===== config.mk =====
export PLATFORM = sky130hd
export DESIGN_NAME = pipe_stage_skid_reg
export DESIGN_NICKNAME = d
export VERILOG_FILES = /design/src/rtl/cpu_pipe_pkg.sv /design/src/rtl/pipe_slot.sv /design/src/rtl/pipe_stage_skid_reg.sv
export SDC_FILE = /design/constraint.sdc
export NUM_CORES = 1
export LEC_CHECK = 0
export BUFFER_PORTS_ARGS = -buffer_cell sky130_fd_sc_hd__buf_2
export CELL_PAD_IN_SITES_DETAIL_PLACEMENT = 0
export CELL_PAD_IN_SITES_GLOBAL_PLACEMENT = 1
export CORE_MARGIN = 5
export CORE_UTILIZATION = 43
export CTS_CLUSTER_SIZE = 12
export DETAILED_ROUTE_END_ITERATION = 12
export PLACE_DENSITY = 0.86
export SLEW_MARGIN = 20
export SYNTH_ARGS = -nofsm -noshare
export SYNTH_HDL_FRONTEND = slang
export SYNTH_SLANG_ARGS = --single-unit

===== constraint.sdc =====
create_clock -name clk -period 3.15 [get_ports clk]
set_clock_uncertainty 0.05 [all_clocks]
set_input_delay 0.4725 -clock clk [delete_from_list [all_inputs] [get_ports clk]]
set_output_delay 0.4725 -clock clk [all_outputs]
set_load 0.01 [all_outputs]

===== src/rtl/cpu_pipe_pkg.sv =====
// cpu_pipe_pkg: shared pipeline-stage constants and the stage entry layout.
package cpu_pipe_pkg;
   localparam int ADDR_W_DEF = 15;
   localparam int DATA_W_DEF = 32;
   localparam int INST_W_DEF = 32;
   localparam logic [INST_W_DEF-1:0] NOP_INST = 32'h00000013;
   typedef struct packed {
      logic [ADDR_W_DEF-1:0] pc;
      logic [INST_W_DEF-1:0] inst;
      logic [DATA_W_DEF-1:0] data0;
      logic [DATA_W_DEF-1:0] data1;
   } stage_entry_t;
endpackage


===== src/rtl/pipe_slot.sv =====
// pipe_slot: one entry register with valid, load, drop, clear-to-NOP and sync reset.
module pipe_slot
   import cpu_pipe_pkg::*;
#(
   parameter int ADDR_W = ADDR_W_DEF,
   parameter int DATA_W = DATA_W_DEF,
   parameter int INST_W = INST_W_DEF,
   parameter logic [INST_W-1:0] NOP = INST_W'(cpu_pipe_pkg::NOP_INST)
) (
   input  logic              clk,
   input  logic              rst,
   input  logic              clear,
   input  logic              load,
   input  logic              drop,
   input  logic [ADDR_W-1:0] d_pc,
   input  logic [INST_W-1:0] d_inst,
   input  logic [DATA_W-1:0] d_data0,
   input  logic [DATA_W-1:0] d_data1,
   output logic              valid,
   output logic [ADDR_W-1:0] pc,
   output logic [INST_W-1:0] inst,
   output logic [DATA_W-1:0] data0,
   output logic [DATA_W-1:0] data1
);
   // clear keeps pc/data so downstream sees stable values while invalid
   always_ff @(posedge clk) begin
      if (rst) begin
         valid <= 1'b0;
         pc    <= '0;
         inst  <= NOP;
         data0 <= '0;
         data1 <= '0;
      end else if (clear) begin
         valid <= 1'b0;
         inst  <= NOP;
      end else if (load) begin
         valid <= 1'b1;
         pc    <= d_pc;
         inst  <= d_inst;
         data0 <= d_data0;
         data1 <= d_data1;
      end else if (drop) begin
         valid <= 1'b0;
      end
   end
endmodule


===== src/rtl/pipe_stage_skid_reg.sv =====
// pipe_stage_skid_reg: valid/ready pipeline stage register with a one-entry skid slot.
// Optional perf counters enabled by defining PIPE_STAGE_PERF_CNT_EN.
module pipe_stage_skid_reg
   import cpu_pipe_pkg::*;
#(
   parameter int ADDR_W = ADDR_W_DEF,
   parameter int DATA_W = DATA_W_DEF,
   parameter int INST_W = INST_W_DEF,
   parameter logic [INST_W-1:0] NOP_INST = INST_W'(cpu_pipe_pkg::NOP_INST)
) (
   input  logic              clk,
   input  logic              rst,
   input  logic              flush,
   input  logic              in_valid,
   output logic              in_ready,
   input  logic [ADDR_W-1:0] in_pc,
   input  logic [INST_W-1:0] in_inst,
   input  logic [DATA_W-1:0] in_data0,
   input  logic [DATA_W-1:0] in_data1,
   output logic              out_valid,
   input  logic              out_ready,
   output logic [ADDR_W-1:0] out_pc,
   output logic [INST_W-1:0] out_inst,
   output logic [DATA_W-1:0] out_data0,
`ifdef PIPE_STAGE_PERF_CNT_EN
   output logic [DATA_W-1:0] out_data1,
   output logic [31:0]       perf_stall_cnt,
   output logic [31:0]       perf_bubble_cnt
`else
   output logic [DATA_W-1:0] out_data1
`endif
);
   logic              s_valid;
   logic [ADDR_W-1:0] s_pc;
   logic [INST_W-1:0] s_inst;
   logic [DATA_W-1:0] s_data0, s_data1;
   logic              m_free, acc, m_load, s_load, s_drop, rdy;
   // in_ready == !s_valid, so an accept never collides with a full skid slot
   assign m_free   = !out_valid | out_ready;
   assign acc      = in_valid & rdy;
   assign m_load   = m_free & (s_valid | acc);
   assign s_drop   = m_free & s_valid;
   assign s_load   = acc & out_valid & !out_ready;
   assign in_ready = rdy;
   always_ff @(posedge clk) begin
      if (rst | flush) rdy <= 1'b1;
      else rdy <= !(s_load | (s_valid & !s_drop));
   end
   pipe_slot #(.ADDR_W(ADDR_W), .DATA_W(DATA_W), .INST_W(INST_W), .NOP(NOP_INST)) u_m (
      .clk(clk), .rst(rst), .clear(flush), .load(m_load), .drop(m_free),
      .d_pc(s_valid ? s_pc : in_pc),
      .d_inst(s_valid ? s_inst : in_inst),
      .d_data0(s_valid ? s_data0 : in_data0),
      .d_data1(s_valid ? s_data1 : in_data1),
      .valid(out_valid), .pc(out_pc), .inst(out_inst), .data0(out_data0), .data1(out_data1)
   );
   pipe_slot #(.ADDR_W(ADDR_W), .DATA_W(DATA_W), .INST_W(INST_W), .NOP(NOP_INST)) u_s (
      .clk(clk), .rst(rst), .clear(flush), .load(s_load), .drop(s_drop),
      .d_pc(in_pc), .d_inst(in_inst), .d_data0(in_data0), .d_data1(in_data1),
      .valid(s_valid), .pc(s_pc), .inst(s_inst), .data0(s_data0), .data1(s_data1)
   );
`ifdef PIPE_STAGE_PERF_CNT_EN
   always_ff @(posedge clk) begin
      if (rst) begin
         perf_stall_cnt  <= '0;
         perf_bubble_cnt <= '0;
      end else begin
         if (out_valid & !out_ready & ~&perf_stall_cnt) perf_stall_cnt <= perf_stall_cnt + 32'd1;
         if (!out_valid & out_ready & ~&perf_bubble_cnt) perf_bubble_cnt <= perf_bubble_cnt + 32'd1;
      end
   end
`endif
endmodule


==> results.sh <==
export IMPL_status="completed"
export IMPL_maxSlewViolCount=0
export IMPL_grt_pass1_wl_um=43800
export IMPL_gp_congestion=0.759
export IMPL_setup_worst_path_start_class="flop"
export IMPL_cellLeakagePower_nw=4.09
export IMPL_hp_class="input port to flop"
export IMPL_drv_cap=0
export IMPL_synth_area_per_cell_sq_um=9.30
export IMPL_slew_headroom=0.310
export IMPL_finalPower_mw=6.55
export IMPL_drtPass1Iterations=5
export IMPL_cts_tree="done"
export IMPL_netlist_area_leader_share=0.471
export IMPL_dp_hpwl_um=15900
export IMPL_yosysUniqueCellTypes=27
export IMPL_placedCellCount=1431
export IMPL_fmax_mhz=501
export IMPL_synth_largest_area_cell="dfxtp_1"
export IMPL_nets=1294
export IMPL_wl_per_cell_um=18.6
export IMPL_ctsHoldBuffers=0
export IMPL_synthCells=1029
export IMPL_antenna_found_initial=3
export IMPL_setup_viol_count_final=0
export IMPL_io_buffer_count=228
export IMPL_grt_max_degree=160
export IMPL_finalWirelength_um=27400
export IMPL_grt_setup_unrepaired="false"
export IMPL_hold_violations=0
export IMPL_crit_path_end_kind="flop"
export IMPL_critPathKind="flop to flop"
export IMPL_synth_flop_cell="dfxtp_1"
export IMPL_grt_pass1_vias=8076
export IMPL_drt_iter0_drc=488
export IMPL_initial_core_util=0.437
export IMPL_peakVddDrop_mv=0.351
export IMPL_syn_num_nets=1145
export IMPL_synth_warnings=0
export IMPL_synth_commonest_cells="225 x dfxtp_1, 138 x a21oi_1, 111 x mux2i_1"
export IMPL_clkLatencyLatePin_ns=0.50
export IMPL_drt_drc_violations_left=0
export IMPL_worst_slew_pin_transition_ns=1.03
export IMPL_fp_row_count=54
export IMPL_ctsResizeCount=0
export IMPL_cts_buffers=25
export IMPL_ys_top_cells_by_area="dfxtp_1 47%, mux2i_1 12%, a21oi_1 7.2%"
export IMPL_dp_worst_setup_slack_ns=0.776
export IMPL_tns_ns=0
export IMPL_powerDensity_mw_per_mm2=569
export IMPL_final_cells=1478
export IMPL_crit_fanout=71
export IMPL_yosysSeqAreaShare=0.471
export IMPL_drive_above_1_share=0.269
export IMPL_ant_nets=0
export IMPL_post_cts_repair_setup_buffers=0
export IMPL_grt_use_total=0.201
export IMPL_period_needed_ns=2.00
export IMPL_die_area_sq_mm=0.0253
export IMPL_period_share=0.634
export IMPL_core_area_sq_mm=0.0219
export IMPL_netlist_area_sq_mm=0.00957
export IMPL_overflow=0
export IMPL_cp_required_ns=3.51
export IMPL_synth_edf_count=0
export IMPL_die_h_um=159
export IMPL_via_per_inst=5.77
export IMPL_whs_ns=0.143
export IMPL_cp_arrival_ns=2.36
export IMPL_h_tree_depth=1
export IMPL_synth_most_common_cell="dfxtp_1"
export IMPL_ys_ff_latch=225
export IMPL_clk_pin_slew_worst_paths_ns=0.06
export IMPL_setup_ws_ns=1.15
export IMPL_die_x_um=159
export IMPL_async_flop_share=0
export IMPL_cts_sinks=225
export IMPL_clockBufferDepth=3
export IMPL_cts_root_buffer="clkbuf_16"
export IMPL_area_growth_pct=20.2
export IMPL_num_vias=8526
export IMPL_ios=229
-- state kept, by name, indices dropped and copies added (netlist names), 15 cells and up --
register,count
u_s.pc,15
u_m.data0,32
u_s.data0,32
u_s.data1,32
u_m.inst,32
u_m.pc,15
u_s.inst,32
u_m.data1,32
-- path summary, 6_finish.rpt --
kind / start / endpoint / slack [ns] / cells past startpoint
worst max-delay path: u_m.valid / u_m.data1[24] / 1.15 / 4
worst min-delay path: in_inst[0] / u_s.inst[0] / 0.14 / 3
worst max register to register: u_m.valid / u_m.data1[24] / 1.15 / 4
worst min register to register: u_s.inst[8] / u_s.inst[8] / 0.40 / 2
-- cells by family after synthesis --
group | Yosys count | synth area share
buf+inv | 126 | 0.0668
flops | 225 | 0.471
mux | 111 | 0.116
compound gates | 412 | 0.271
simple gates | 155 | 0.0754
-- cells in the final DEF (no fill, tap or decap), types with 8 or more instances in the layout --
| master | Yosys | routed |
|---|---|---|
| a21oi_1 | 138 | 138 |
| mux2i_1 | 111 | 111 |
| clkbuf_1 | 42 | 8 |
| clkbuf_8 | 0 | 8 |
| dfxtp_1 | 225 | 224 |
| nand3_1 | 82 | 82 |
| clkbuf_16 | 0 | 25 |
| o21ai_0 | 79 | 79 |
| a211oi_2 | 29 | 29 |
| nand2_1 | 64 | 64 |
| buf_4 | 17 | 12 |
| a31oi_1 | 82 | 82 |
| buf_2 | 55 | 227 |
| a211oi_1 | 82 | 82 |
-- per-stage QoR --
step / area (sq um) / util
after floorplan: 9570 / -
after global placement: 10700 / 0.488
after detailed placement: 10700 / 0.488
after CTS: 11500 / 0.525
after global routing: 11500 / 0.525
final: 11500 / 0.526
-- layer usage --
layer  share of wire  routed length, um  track usage
met2            0.46              12800        0.317
met1            0.45              12200        0.280
met5         0.00098                 27            0
met3           0.070               1920       0.0448
met4           0.018                493       0.0504
-- where the power goes --
part | switching, mW | internal [mW]
Sequential | 0.0543 | 2.95
Clock | 1.14 | 1.73
Combinational | 0.419 | 0.260
Total | 1.61 | 4.94
-- worst max-delay path: stages (launching register included) --
cell and delay, ns:
dfxtp_1 0.37, nand2b_4 0.69, buf_4 0.39, a31oi_1 0.15, a211oi_2 0.24
-- cell type report --
cell class	instances	area (sq um)
Antenna cell	2	5.00
Clock buffer	41	766
Clock inverter	4	47.5
Fill cell	2041	10400
Inverter	2	10.0
Multi-Input combinational cell	678	4450
Sequential cell	225	4510
Tap cell	280	350
Timing Repair Buffer	246	1370
Note: power is estimated with default switching activity, not from simulation.
